**src/rtl/bcd_digit_encoder_if.sv**
```systemverilog
// Start/busy/done handshake bundle between the timer counters
// and the binary-to-BCD digit encoder.
interface bcd_digit_encoder_if #(
  parameter int BIN_WIDTH  = 14,
  parameter int NUM_DIGITS = 4
);

  logic                    Start;
  logic [BIN_WIDTH-1:0]    BinaryIn;
  logic                    Busy;
  logic                    Done;
  logic [4*NUM_DIGITS-1:0] BcdOut;
  logic                    Overflow;

  // Timer side: requests conversions, reads results.
  modport master (
    output Start,
    output BinaryIn,
    input  Busy,
    input  Done,
    input  BcdOut,
    input  Overflow
  );

  // Encoder side: accepts requests, publishes results.
  modport slave (
    input  Start,
    input  BinaryIn,
    output Busy,
    output Done,
    output BcdOut,
    output Overflow
  );

endinterface

```
**src/rtl/bcd_digit_encoder.sv**
```systemverilog
// Sequential shift-add-3 binary-to-BCD converter, one bit per clock.
// Results saturate to all nines when the input exceeds the digit range.
module bcd_digit_encoder #(
  parameter int BIN_WIDTH  = 14,
  parameter int NUM_DIGITS = 4
) (
  input logic          clock,
  input logic          reset,
  bcd_digit_encoder_if.slave bus
);

  localparam int DW = 4 * NUM_DIGITS;
  localparam int CW = $clog2(BIN_WIDTH + 1);

  function automatic logic [63:0] pow10(input int n);
    logic [63:0] r;
    r = 64'd1;
    for (int i = 0; i < n; i++) begin
      r = r * 64'd10;
    end
    return r;
  endfunction

  localparam logic [63:0]   MAX_VAL = pow10(NUM_DIGITS) - 64'd1;
  localparam logic [DW-1:0] NINES   = {NUM_DIGITS{4'h9}};
  localparam logic [CW-1:0] LAST    = CW'(BIN_WIDTH - 1);

  function automatic logic [3:0] add3(input logic [3:0] d);
    return (d >= 4'd5) ? d + 4'd3 : d;
  endfunction

  typedef enum logic {
    IDLE,
    SHIFT
  } state_e;

  state_e               state_q, state_d;
  logic [BIN_WIDTH-1:0] sh_q, sh_d;
  logic [DW-1:0]        scr_q, scr_d;
  logic [CW-1:0]        cnt_q, cnt_d;
  logic                 ovf_flag_q, ovf_flag_d;
  logic                 busy_q, busy_d;
  logic                 done_q, done_d;
  logic [DW-1:0]        bcd_q, bcd_d;
  logic                 ovf_q, ovf_d;

  logic [DW-1:0]        adj;
  logic [DW-1:0]        scr_next;
  logic [63:0]          bin_ext;
  logic                 too_big;

  // Per-digit add-3 correction, no carry between digits.
  always_comb begin
    adj = '0;
    for (int i = 0; i < NUM_DIGITS; i++) begin
      adj[4*i +: 4] = add3(scr_q[4*i +: 4]);
    end
  end

  // Scratch after correction and one-bit shift; MSB falls off.
  always_comb begin
    scr_next = {adj[DW-2:0], sh_q[BIN_WIDTH-1]};
  end

  // Range check against the largest representable value.
  always_comb begin
    bin_ext = 64'(bus.BinaryIn);
    too_big = bin_ext > MAX_VAL;
  end

  // Next-state and datapath control for the IDLE/SHIFT sequencer.
  always_comb begin
    state_d    = state_q;
    sh_d       = sh_q;
    scr_d      = scr_q;
    cnt_d      = cnt_q;
    ovf_flag_d = ovf_flag_q;
    busy_d     = busy_q;
    done_d     = 1'b0;
    bcd_d      = bcd_q;
    ovf_d      = ovf_q;
    unique case (state_q)
      IDLE: begin
        busy_d = 1'b0;
        if (bus.Start) begin
          sh_d       = bus.BinaryIn;
          scr_d      = '0;
          cnt_d      = '0;
          ovf_flag_d = too_big;
          busy_d     = 1'b1;
          state_d    = SHIFT;
        end
      end
      SHIFT: begin
        scr_d = scr_next;
        sh_d  = {sh_q[BIN_WIDTH-2:0], 1'b0};
        cnt_d = cnt_q + CW'(1);
        if (cnt_q == LAST) begin
          bcd_d   = ovf_flag_q ? NINES : scr_next;
          ovf_d   = ovf_flag_q;
          done_d  = 1'b1;
          busy_d  = 1'b0;
          cnt_d   = '0;
          state_d = IDLE;
        end
      end
    endcase
  end

  // State registers; reset aborts any conversion without a Done.
  always_ff @(posedge clock or posedge reset) begin
    if (reset) begin
      state_q    <= IDLE;
      sh_q       <= '0;
      scr_q      <= '0;
      cnt_q      <= '0;
      ovf_flag_q <= 1'b0;
      busy_q     <= 1'b0;
      done_q     <= 1'b0;
      bcd_q      <= '0;
      ovf_q      <= 1'b0;
    end else begin
      state_q    <= state_d;
      sh_q       <= sh_d;
      scr_q      <= scr_d;
      cnt_q      <= cnt_d;
      ovf_flag_q <= ovf_flag_d;
      busy_q     <= busy_d;
      done_q     <= done_d;
      bcd_q      <= bcd_d;
      ovf_q      <= ovf_d;
    end
  end

  assign bus.Busy     = busy_q;
  assign bus.Done     = done_q;
  assign bus.BcdOut   = bcd_q;
  assign bus.Overflow = ovf_q;

endmodule

```
**src/flat_wrapper.sv**
```systemverilog
// flat-port wrapper written by rule: the top's interface ports become plain ports
module bcd_digit_encoder_flat 
#(
  parameter int BIN_WIDTH  = 14,
  parameter int NUM_DIGITS = 4
)
  (clock, reset, bus_Start, bus_BinaryIn, bus_Busy, bus_Done, bus_BcdOut, bus_Overflow);
  bcd_digit_encoder_if #(.BIN_WIDTH(BIN_WIDTH), .NUM_DIGITS(NUM_DIGITS)) bus_i ();
  input logic clock;
  input logic reset;
  input wire logic [$bits(bus_i.Start)-1:0] bus_Start;
  input wire logic [$bits(bus_i.BinaryIn)-1:0] bus_BinaryIn;
  output wire logic [$bits(bus_i.Busy)-1:0] bus_Busy;
  output wire logic [$bits(bus_i.Done)-1:0] bus_Done;
  output wire logic [$bits(bus_i.BcdOut)-1:0] bus_BcdOut;
  output wire logic [$bits(bus_i.Overflow)-1:0] bus_Overflow;
  assign bus_i.Start = bus_Start;
  assign bus_i.BinaryIn = bus_BinaryIn;
  assign bus_Busy = bus_i.Busy;
  assign bus_Done = bus_i.Done;
  assign bus_BcdOut = bus_i.BcdOut;
  assign bus_Overflow = bus_i.Overflow;
  bcd_digit_encoder #(.BIN_WIDTH(BIN_WIDTH), .NUM_DIGITS(NUM_DIGITS)) u_core (.clock(clock), .reset(reset), .bus(bus_i));
endmodule
```
**config.mk**
```make
export PLATFORM = sky130hd
export DESIGN_NAME = bcd_digit_encoder_flat
export DESIGN_NICKNAME = d
export VERILOG_FILES = /design/src/rtl/bcd_digit_encoder_if.sv /design/src/rtl/bcd_digit_encoder.sv /design/src/flat_wrapper.sv
export SDC_FILE = /design/constraint.sdc
export NUM_CORES = 1
export LEC_CHECK = 0
export BUFFER_PORTS_ARGS = -buffer_cell sky130_fd_sc_hd__buf_2
export CAP_MARGIN = 20
export CORE_MARGIN = 5
export CORE_UTILIZATION = 35
export DETAILED_ROUTE_END_ITERATION = 7
export GPL_TIMING_DRIVEN = 0
export MAX_ROUTING_LAYER = met4
export SLEW_MARGIN = 20
export SYNTH_ARGS = -nofsm -noshare
export SYNTH_HDL_FRONTEND = slang
export SYNTH_SLANG_ARGS = --single-unit
```
**constraint.sdc**
```tcl
create_clock -name clock -period 4.9 [get_ports clock]
set_input_delay 0.98 -clock clock [delete_from_list [all_inputs] [get_ports clock]]
set_output_delay 0.98 -clock clock [all_outputs]
set_load 0.02 [all_outputs]
```
==> results list, run 1 <==
- Critical hold path startpoint: u_core.bus.BcdOut[0]
- The flow ran to the end, and the final reports show no timing, DRC or antenna violations.
* CP Depth: 1
- Counting tap cells, the placed design contains a total of 392 instances.
* Data arrival, critical path: 0.88 ns
- Worst setup timing slack at the placement stage: 2.92 ns
- The number of global-route vias before repair came to 2,022.
- The setup path with the least slack is of type register to output port.
* Synthesized flop and latch total: 55
- R2R Path Start: u_core.scr_q[8]
- Counting the buffers created by CTS gives 5.
* Measured slew at the worst slew-check pin: 0.685 ns
* Number of warnings printed during yosys synthesis: 0
- Max Fclk: 538 MHz
- The clock net in this run drives a total of 55 sinks.
* Mean cell area of the mapped netlist: 10.3 sq um
- The number of hold violations in the final report is 0.
- The tool flagged a number of max-cap violations equal to 0.
- The worst register-to-register path ends at u_core.bus.BcdOut[10].
- Power per unit of standard cell area: 647 nW/um^2
* Cell count after synthesis: 258
- The slowest stage of the critical path belongs to the cell dfrtp_1.
- CTS tree: yes
- In the routed design, unresolved DRC markers number 0.
- Die X: 97.2 um
- Routability-driven placement finished with a final weighted congestion of 0.840.
- Using the TritonRoute via totals, the vias-per-cell ratio works out to 5.05.
- Maximum fanout encountered on the critical timing path: 2
- Largest stage delay, worst path: 0.41 ns
* Core Footprint: 7330 sq um
* Clk_skew: 0.0109 ns
- Compared with the post-synthesis result, the final layout area differs by 15.1%.
* Vertical die dimension: 97.2 um
- Count of inserted antenna diode cells: 0
- Counting both buffers and inverters, the worst setup path holds a total of 1.
* Clock latency reported for the late side of the worst-skew pair: 0.31 ns
* Final setup violation count: 0
* Buffer levels on the longest clock path: 2
- Crit path required time: 3.92 ns
- The first global-routing pass estimated 9940 um of wire.
- Detailed placement ended at an HPWL of 4130 um.
* Worst Setup End Kind: output port
- For hold timing, the worst endpoint is u_core.bus.BcdOut[0].
* Cell chain of the critical path: buf_2
- At the end of the flow the core is filled with cells to 0.418.
* Number of nets still failing antenna checks after routing: 0
- Entering global routing, the biggest net connects 56 pins.
- After routing, the total negative slack on setup checks comes to 0 ns.
- Number of antenna violations at the first check in global routing: 0
- Maximum level of the CTS H-tree: 2
* R2r setup slk: 3.28 ns
- Placed cell area: 2960 sq um
- After global routing the overflow that remains totals 0.
- Across every metal layer, demand over resource in global routing totals 0.131.
- Non-filler cells in the finished layout: 400
- In the final routed layout, each cell accounts on average for 14.7 um.
* Family of cells with the greatest summed delay on the critical path: flip-flops
* Depth of the worst register-to-register path: 6
* Fin crit period: 1.86 ns
- In this run, post-CTS hold repair placed 0 buffers.
* Max-Slew Margin vs Limit: 0.543
- I/O Buffers: 35
* Cells on Worst Hold Path: 2
* Post-synth cell types: 31
- Initial cell density of the core: 0.363
* Pre-Repair DR Iteration Count: 4
- The final layout contains 327 nets.
- Pins Over Slew Limit: 0
* Maximum vdd drop: 217 uV
* Die Footprint: 9450 sq um
- In this run the static leakage power is 1.50 nW.
- The cell area that synthesis handed to floorplanning was 2660 sq um.
- Setup repair after global routing left no endpoint under its margin.
- Synthesized Nets: 285
- For this run, the register share of the synthesized area comes to 0.517.
* Post-cts repair resize count: 0
* Category of the worst setup path launch point: register
- 36 I/O pins were placed.
* Via Count: 2,019
* DR iter-0 viols: 61
- In the final layout, the share of cells above drive strength 1 is 0.199.
- In the finished design, the share of the clock period the worst path needs comes to 0.380.
- The most critical setup path has its startpoint at u_core.bus.BcdOut[7].
* Total routed wirelength: 5890 um
- Worst min-delay path class: register to register
- After routing the design area is 3060 sq um.
* Filler cell count in the final layout: 748
- CTS root buffer: clkbuf_8
- Buffers added to address setup during post-CTS repair amount to 0.
* Clock slew at the register clock pins of the worst setup and hold paths: 0.10 ns
- The floorplan has 31 rows.
- Across all setup checks in the final design, the least slack found is 3.04 ns.
## Yosys cell counts
cell type	instances	area (sq um)
dfrtp_1	55	1380
nand2_1	31	116
o21ai_0	22	110
mux2i_1	19	190
nor2_1	16	60.1
a21oi_1	15	75.1
inv_1	12	45.0
a21o_1	10	75.1
ha_1	10	125
a22o_1	8	70.1
buf_2	8	40.0
nor3b_1	6	45.0
nand2b_1	5	31.3
a31oi_1	4	25.0
nand3_1	4	20.0
nor3_1	4	20.0
o22ai_1	4	25.0
xnor2_1	4	35.0
a32o_1	3	30.0
buf_4	3	22.5
o31ai_1	3	22.5
a21oi_2	2	17.5
nand3b_1	2	15.0
buf_1	1	3.75
clkbuf_1	1	3.75
inv_2	1	3.75
nand4_1	1	6.26
nand4_4	1	21.3
nor2_4	1	11.3
nor4_1	1	6.26
o31ai_2	1	12.5
## registers in the layout, indices dropped and copies added, names as in the netlist
| name | flops |
|---|---|
| u_core.bus.BcdOut | 16 |
| u_core.scr_q | 16 |
| u_core.sh_q | 14 |
| u_core.cnt_q | 4 |
| u_core.bus.Busy | 1 |
| u_core.bus.Done | 1 |
| u_core.bus.Overflow | 1 |
| u_core.ovf_flag_q | 1 |
| u_core.state_q | 1 |
## how the worst max path moves through the flow
stage,slack (ns),end
2_1_floorplan,2.58,u_core.bus.BcdOut[0]
3_3_place_gp,1.76,u_core.sh_q[1]
3_5_place_dp,2.92,u_core.sh_q[0]
4_1_cts,3.03,bus_Busy
5_1_grt,3.00,bus_BcdOut[7]
6_report,3.04,bus_BcdOut[7]
## layout by cell type (no fill, tap or decap)
| cell type | netlist | final |
|---|---|---|
| nor3b_1 | 6 | 6 |
| nand4_4 | 1 | 1 |
| dfrtp_1 | 55 | 55 |
| o21ai_0 | 22 | 22 |
| nand3_1 | 4 | 4 |
| mux2i_1 | 19 | 19 |
| inv_1 | 12 | 11 |
| nand2b_1 | 5 | 5 |
| clkbuf_8 | 0 | 7 |
| nand3b_1 | 2 | 2 |
| xnor2_1 | 4 | 4 |
| o31ai_1 | 3 | 3 |
| a21o_1 | 10 | 10 |
| buf_4 | 3 | 3 |
| clkbuf_1 | 1 | 2 |
| nor3_1 | 4 | 4 |
| nor4_1 | 1 | 1 |
| a21oi_1 | 15 | 15 |
| a32o_1 | 3 | 3 |
| inv_2 | 1 | 1 |
| nand4_1 | 1 | 1 |
| o31ai_2 | 1 | 1 |
| o22ai_1 | 4 | 4 |
| inv_4 | 0 | 1 |
| buf_2 | 8 | 43 |
| a31oi_1 | 4 | 4 |
| nand2_1 | 31 | 31 |
| buf_1 | 1 | 1 |
| ha_1 | 10 | 10 |
| nor2_4 | 1 | 1 |
| a22o_1 | 8 | 8 |
| a21oi_2 | 2 | 2 |
| nor2_1 | 16 | 16 |
## metrics by stage
stage,power (mW),hold WS (ns)
floorplan,1.48,0.449
global placement,1.69,0.458
detailed placement,1.72,0.465
CTS,2.00,0.488
global route,2.15,0.520
finish,1.98,0.479
## routing by layer
metal | wire [um] | GRT usage
met1 | 2880 | 0.174
met2 | 2770 | 0.210
met3 | 223 | 0.0273
met4 | 21 | 0.0227
met5 | 0 | -
## cell type report
class	count	area, sq um	share of cell area
buffer	13	70.1	0.0229
clock buffer	8	100	0.0327
inverter	13	51.3	0.0167
multi-input combinational	177	1170	0.381
sequential	55	1380	0.449
tap	99	124	0.0404
timing repair buffer	35	175	0.0572
## report_power, final
| group | switching (mW) | internal (mW) |
|---|---|---|
| sequential | 0.151 | 0.649 |
| combinational | 0.509 | 0.394 |
| clock | 0.147 | 0.129 |
## cells by family (layout without fill, tap and decap cells)
family          after synthesis  count (layout)  synth area share
buf+inv                      26              69            0.0447
mux                          19              19            0.0715
xor+xnor                      4               4            0.0132
simple gates                 72              72             0.133
flops                        55              55             0.517
fa+ha+maj                    10              10            0.0470
compound gates               72              72             0.174
Note: power is estimated with default switching activity, not from simulation.
==> run 2: changes to the inputs <==
ABC_AREA = 1   (was not set)
clock period = 1.6 ns   (was 4.9 ns; I/O delays follow)
==> run 2 against run 1 <==
Against the previous run: hold slack got worse by 0.42 ns; via count rose by 6.3%; area after synthesis fell by 2.1%; synthesized cell count rose by 18%; non-clock buffer count fell by 2; wire length fell by 4.1%; total power rose to 3.0 times the previous value; register-to-register slack got worse by 3.1 ns; sequential share of layout area rose by 0.33 points; core utilization rose by 0.14 points; critical path type is now register to register; critical endpoint is now u_core.bus.BcdOut[8]; highest routed layer unchanged.
==> results list, run 2 <==
- The total length of routed wires was 5650 um (-4.1%).
- The share of total power consumed by net switching came to 0.440 (+0.0319).
* Pre-Repair DR Iteration Count: 4 (unchanged)
- The remaining number of nets flagged by the antenna check after routing is 0 (unchanged).
- Sum of negative setup slack: 0 ns (unchanged)
- Ranked by instance count, the synthesized netlist is headed by 94 x nand2_1, 55 x dfrtp_1, 41 x nand3_1.
- Number of buffers inserted by hold repair at cts: 0 (unchanged)
- Vertical die dimension: 96.3 um (-0.94%)
- The setup skew after layout came to 0.00836 ns (-0.00258 ns).
- The number of hold violations in the final report was 0 (unchanged).
- Filler cell count in the final layout: 754 (+0.80%)
- dfrtp_1 takes more of the synthesized area than any other cell.
- Depth of the worst register-to-register path: 6 (unchanged)
- The worst path needs 1.46 ns of the cycle, external delays included.
- The average footprint of a synthesized cell is 8.57 sq um (-17%).
- The leakage power figure came to 1.55 nW (+3.5%).
* Wire length of the first global-routing pass: 9570 um (-3.7%)
- The clock-pin slew reported for the worst setup and hold paths after clock tree synthesis came to 0.10 ns (about the same).
- Worst min-delay path class: primary input to asynchronous set/reset pin
- R2r setup slk: 0.14 ns (-3.14 ns)
* Maximum fanout encountered on the critical timing path: 10 (+8)
- The number of vias in the routed layout was 2,146 (+6.3%).
- The max-cap check violation count is 0 (unchanged).
- Dividing the final minimum period by the clock period gives 0.910.
* Power per unit of standard cell area: 1930 nW/um^2 (+200%)
- Core Footprint: 7250 sq um (-1.1%)
* Per-cell via count in the routed design: 4.78 (-5.3%)
* Initial cell density of the core: 0.359 (-0.00371)
- The worst setup path is captured at a register.
- Max Fclk: 687 MHz
* Critical setup path kind: register to register
- The routed wire length per instance was 12.6 um (-15%).
- The count of buffering cells on the critical path with inverters included is 2 (+1).
- The number of enable flip-flop cells after synthesis came to 0 (unchanged).
- Synthesized flop and latch total: 55 (unchanged)
- Family of cells with the greatest summed delay on the critical path: simple AND/OR/NAND/NOR gates
- The area of the mapped netlist came to 2610 sq um (-2.1%).
- The worst-case vdd ir drop is 867 uV (+300%).
- Max-Slew Margin vs Limit: 0.607 (+0.0643)
- Utilization after layout: 0.419 (+0.00136)
- Data arrival, critical path: 1.64 ns (+0.76 ns)
- R2R Path Start: u_core.cnt_q[1]
- The net count reported at finish is 376 (+15%).
* Maximum level of the CTS H-tree: 2 (unchanged)
* Total CTS buffers: 5 (unchanged)
* Terminus of the critical flop-to-flop path: u_core.bus.BcdOut[8]
* Count of inserted antenna diode cells: 0 (unchanged)
- The routability-driven placement congestion ratio is 0.896 (+6.6%).
- Global-route usage over all layers: 0.136 (+0.00586)
- The maximum number of buffers from clock root to sink came to 2 (unchanged).
- The overall die width came to 96.3 um (-0.94%).
* Cell-internal power: 3.29 mW (+180%)
- DR iter-0 viols: 100 (+64%)
- Leaving out fill and tap cells, the most frequent cell in the layout is nand2_1.
- The total global routing overflow is 0 (unchanged).
- The number of nets produced by synthesis came to 331 (+16%).
* CTS sink count: 55 (unchanged)
- Cell count after synthesis: 304 (+18%)
* Sequential element share of the synthesized area: 0.528 (+0.0109)
- Proportion of power drawn by the clock network: 0.127 (-0.013)
* Most used standard cell by instance count after synthesis: nand2_1
- Via count of the first global-routing pass: 2,052 (+1.5%)
* Layout cell share with drive strength beyond 1: 0.166 (-0.0336)
- The proportion of netlist area held by the largest area contributor was 0.528 (+0.0109).
* Most frequent cells in the layout: 93 x nand2_1, 55 x dfrtp_1, 41 x nand3_1
- The number of DRC violations after detailed routing came to 0 (unchanged).
- CTS root buffer: clkbuf_8
- Measured slew at the worst slew-check pin: 0.589 ns (-0.0965 ns)
* Number of warnings printed during yosys synthesis: 0 (unchanged)
* Synthesis-to-finish area growth: 16.7%
* Last element of the critical path: u_core.bus.BcdOut[8]
* I/O Buffers: 35 (unchanged)
- Leading cell types by total area after synthesis: dfrtp_1 53%, nand2_1 14%, nand3_1 7.9%, ha_1 4.8%, inv_1 4.0%
- The async set-or-reset flop fraction in the synthesized netlist is 1.00 (unchanged).
- The number of cell rows is 31 (unchanged).
- Crit-path slowest cell: dfrtp_1
- The total half-perimeter wirelength after legalization and detailed placement came to 4050 um (-1.9%).
* CP Launch Point: u_core.cnt_q[1]
- Part of the power in registers: 0.414 (+0.010)
* Largest stage delay, worst path: 0.41 ns (about the same)
* Largest net degree at the start of global routing: 33 (-41%)
* Ys flop type: dfrtp_1
* Clock latency reported for the late side of the worst-skew pair: 0.30 ns (about the same)
* Number of antenna violations at the first check in global routing: 0 (unchanged)
- CP Depth: 6 (+5)
- Cell chain of the critical path: inv_1 > ha_1 > nand4_4 > nor2_8 > buf_8 > a21oi_1
- The data required time of the worst path is 1.79 ns (-2.13 ns).
* Pins Over Slew Limit: 0 (unchanged)
- The area of all placed cells without fillers was 3040 sq um (-0.74%).
- RSZ-0062 raised after global routing: no
* Combinational group share of total power: 0.459 (+0.003)
- The die outline area is 9270 sq um (-1.9%).
- Category of the worst setup path launch point: register
- I/O Pins: 36 (unchanged)
- TritonCTS built the clock tree.
* Final setup violation count: 0 (unchanged)
* Switching power: 2.59 mW (+220%)
- Post-synth cell types: 23 (-26%)
* Placed cell area: 2930 sq um (-1.1%)
* Status: finished, final reports clean
## run 2: how the worst min path moves through the flow
stage / end / slack [ns] / cells after the start
after floorplan: u_core.bus.BcdOut[0] / 0.39 / 1
after global placement: u_core.bus.BcdOut[6] / 0.46 / 2
after detailed placement: u_core.bus.BcdOut[9] / 0.40 / 2
after CTS: u_core.bus.BcdOut[15] / 0.06 / 2
after global routing: u_core.bus.Done / 0.09 / 2
final: u_core.bus.Done / 0.05 / 2
## run 2: layout make-up
cell class / instances / area, sq um / share of cell area
Clock inverter: 1 / 5.00 / 0.00165
Timing Repair Buffer: 38 / 223 / 0.0733
Tap cell: 99 / 124 / 0.0407
Sequential cell: 55 / 1380 / 0.453
Multi-Input combinational cell: 210 / 1060 / 0.350
Buffer: 8 / 52.6 / 0.0173
Clock buffer: 7 / 76.3 / 0.0251
Inverter: 31 / 120 / 0.0395
## run 2: timing repair
item	4_1_cts	5_1_grt
gates resized for setup	0	1
setup endpoints to repair	4	9
buffers inserted	2	0
pin swaps	2	0
## run 2: stage by stage
step | setup WS, ns | total power [mW] | hold WS (ns) | std cells
after global routing | 0.0265 | 6.48 | 0.0927 | 449
final | 0.145 | 5.88 | 0.0548 | 449
after global placement | 0.0187 | 5.08 | 0.463 | 438
after floorplan | 0.281 | 4.40 | 0.394 | 304
after CTS | 0.0808 | 5.94 | 0.0633 | 449
after detailed placement | 0.0161 | 5.16 | 0.399 | 439
## run 2: cells by family (layout without fill, tap and decap cells)
kind of cell	Yosys count	in the layout	share of synthesized area
simple gates	158	158	0.268
flops	55	55	0.528
fa+ha+maj	10	10	0.0480
compound gates	40	40	0.0840
xor+xnor	2	2	0.00672
buf+inv	39	85	0.0648
## run 2: power by group through the flow
| stage | logic [mW] | clock network (mW) | registers, mW |
|---|---|---|---|
| floorplan | 1.76 | 0 | 2.64 |
| global placement | 2.63 | 0 | 2.45 |
| detailed placement | 2.70 | 0 | 2.46 |
| CTS | 2.73 | 0.775 | 2.44 |
| global route | 3.13 | 0.835 | 2.52 |
| finish | 2.70 | 0.746 | 2.44 |
## run 2: routing by layer
metal	wire, um	GRT usage	share of wire	up-vias
met5	0	-	0	-
met4	36	0.0350	0.0064	0
met3	241	0.0266	0.043	2
met2	2560	0.212	0.45	42
met1	2820	0.183	0.50	1010
li1	-	-	-	1092
==> run 3: changes to the inputs <==
CORE_UTILIZATION = 51   (was 35)
PLACE_DENSITY = 0.75   (was not set)
==> run 3 against run 2 <==
Against the previous run: final cell count is 5.8% lower; wire length decreased by 0.62%; critical path depth stayed put; final area rose by 1.1%; largest cell class unchanged; highest routed layer unchanged.
==> results list, run 3 (same netlist as run 2, synthesis figures left out) <==
- Status: finished, final reports clean
- The clock-pin slew reported for the worst setup and hold paths after clock tree synthesis came to 0.09 ns (about the same).
- The sequential cell fraction of total power came to 0.408 (-0.006).
- Layout cell share with drive strength beyond 1: 0.176 (+0.00992)
- The number of cell rows came to 26 (-16%).
* Maximum vdd drop: 1000 uV (+15%)
- Largest net degree at the start of global routing: 21 (-36%)
* Count of inserted antenna diode cells: 0 (unchanged)
* GP Congestion: 0.928 (+3.6%)
- The overall die width is 81.5 um (-15%).
- Pre-Repair DR Iteration Count: 6 (+2)
- Fin crit period: 1.45 ns (-0.00739 ns)
- Pins Over Slew Limit: 0 (unchanged)
- The setup skew after layout was 0.00393 ns (-0.00443 ns).
* Buffer levels on the longest clock path: 2 (unchanged)
- The latest clock arrival within the worst-skew pair was 0.31 ns (about the same).
- The top cell types in the final layout, fill and taps aside, are 93 x nand2_1, 55 x dfrtp_1, 41 x nand3_1.
* Total CTS buffers: 5 (unchanged)
- Switching power: 2.60 mW (+0.58%)
- Maximum level of the CTS H-tree: 2 (unchanged)
- The y dimension of the die came to 81.5 um (-15%).
- Combinational group share of total power: 0.454 (-0.005)
* Synthesis-to-finish area growth: 17.9%
- Wire length of the first global-routing pass: 9660 um (+0.94%)
- The number of global-route vias before repair is 2,116 (+3.1%).
- The total half-perimeter wirelength after legalization and detailed placement came to 4060 um (+0.43%).
- The net count reported at finish is 379 (+0.80%).
- The share of total power consumed by net switching came to 0.434 (-0.00600).
* Via Count: 2,227 (+3.8%)
* I/O Pins: 36 (unchanged)
* Final setup violation count: 0 (unchanged)
* Worst min-delay path class: primary input to asynchronous set/reset pin
- The max-cap check violation count was 0 (unchanged).
- Filler cell count in the final layout: 457 (-39%)
- Maximum fanout encountered on the critical timing path: 10 (unchanged)
* Share of the clock period used by the worst path after layout: 0.905 (-0.00462)
- The worst reg-to-reg path cell count came to 6 (unchanged).
* Non-filler cells in the finished layout: 423 (-5.8%)
- The largest incremental delay on the critical path was 0.41 ns (about the same).
* Cell chain of the critical path: inv_1 > ha_1 > nand4_4 > nor2_8 > buf_8 > a21oi_1
- The total length of routed wires is 5620 um (-0.62%).
* Leakage power total: 1.59 nW (+2.1%)
- Crit path required time: 1.80 ns (about the same)
- Crit-path slowest cell: dfrtp_1
- The starting density of the core was 0.517 (+0.158).
- TritonCTS built the clock tree.
- CTS sink count: 55 (unchanged)
- The global-route usage over all layers was 0.196 (+0.0597).
- Final hold vios: 0 (unchanged)
- The total instance count after detailed placement was 411 (-6.4%).
- Setup repair after global routing left no endpoint under its margin.
* CTS root buffer: clkbuf_8
* I/O Buffers: 35 (unchanged)
- Critical setup path kind: register to register
* Number of nets still failing antenna checks after routing: 0 (unchanged)
- Die Footprint: 6640 sq um (-28%)
* Power per unit of standard cell area: 1950 nW/um^2 (+0.89%)
* Core Footprint: 5040 sq um (-30%)
- The worst slew margin relative to its limit came to 0.614 (+0.00629).
- Sum of negative setup slack: 0 ns (unchanged)
- Number of antenna violations at the first check in global routing: 0 (unchanged)
- Measured slew at the worst slew-check pin: 0.580 ns (-0.00944 ns)
- Proportion of power drawn by the clock network: 0.138 (+0.011)
* Most frequent standard cell in the layout excluding fill and tap cells: nand2_1
- The detailed router's first-iteration violation count is 122 (+22%).
- Worst Setup End Kind: register
- Remaining global-route overflow: 0 (unchanged)
- Category of the worst setup path launch point: register
- Per-cell via count in the routed design: 5.26 (+10%)
- The maximum clock frequency came to 691 MHz (+0.51%).
- Cell-internal power: 3.39 mW (+3.1%)
- The routed wire length per instance was 13.3 um (+5.5%).
- The number of DRC violations after detailed routing is 0 (unchanged).
* Data arrival, critical path: 1.65 ns (about the same)
## run 3: layout make-up
cell class | instances | area [sq um] | area share
Buffer | 8 | 52.6 | 0.0171
Clock buffer | 8 | 100 | 0.0326
Tap cell | 70 | 87.6 | 0.0285
Inverter | 31 | 120 | 0.0391
Sequential cell | 55 | 1380 | 0.448
Timing Repair Buffer | 41 | 273 | 0.0888
Multi-Input combinational cell | 210 | 1060 | 0.346
## run 3: critical path: cells and delay by family, from the launching register on
kind            cells  cell delay (ns)
compound gates      1             0.07
fa+ha+maj           1             0.21
buf+inv             2             0.23
flops               1             0.41
simple gates        2             0.42
## run 3: path summary, 6_finish.rpt
| kind | startpoint | to | slack, ns |
|---|---|---|---|
| min reg2reg | u_core.bus.BcdOut[1] | u_core.bus.BcdOut[1] | 0.48 |
| max | u_core.cnt_q[1] | u_core.bus.BcdOut[4] | 0.15 |
| min in group clock | bus_BinaryIn[2] | u_core.sh_q[2] | 0.23 |
| max in group asynchronous | reset | u_core.scr_q[13] | 1.00 |
| max reg2reg | u_core.cnt_q[1] | u_core.bus.BcdOut[4] | 0.15 |
| min | reset | u_core.bus.BcdOut[7] | 0.007 |
## run 3: power groups by stage
stage	combinational (mW)	sequential, mW	clock [mW]
2_1_floorplan	1.76	2.64	0
3_3_place_gp	2.57	2.44	0
3_5_place_dp	2.70	2.47	0
4_1_cts	2.72	2.45	0.854
5_1_grt	3.11	2.54	0.907
6_report	2.72	2.45	0.826
## run 3: through the flow
stage	hold WS (ns)	instance area [sq um]	worst slack [ns]	util	power, mW
6_report	0.00691	3070	0.152	0.609	6.00
3_3_place_gp	0.457	2870	0.0399	0.570	5.02
3_5_place_dp	0.351	2930	0.0119	0.581	5.17
5_1_grt	0.0364	3070	0.0199	0.609	6.55
4_1_cts	0.0112	3060	0.0319	0.606	6.02
2_1_floorplan	0.394	2610	0.281	-	4.40
## run 3: per-layer routing
| layer | vias to the layer above | global-route usage | share of wire |
|---|---|---|---|
| li1 | 1093 | - | - |
| met2 | 61 | 0.323 | 0.49 |
| met4 | 0 | 0.0659 | 0.012 |
| met1 | 1066 | 0.246 | 0.45 |
| met3 | 7 | 0.0329 | 0.054 |
| met5 | - | - | 0 |
## run 3: what timing repair did
action                                  CTS  global route
hold buffers                              0             0
setup buffers                             2             2
pin swaps                                 1             1
resized for setup                         0             1
endpoints found under the setup margin    1            21
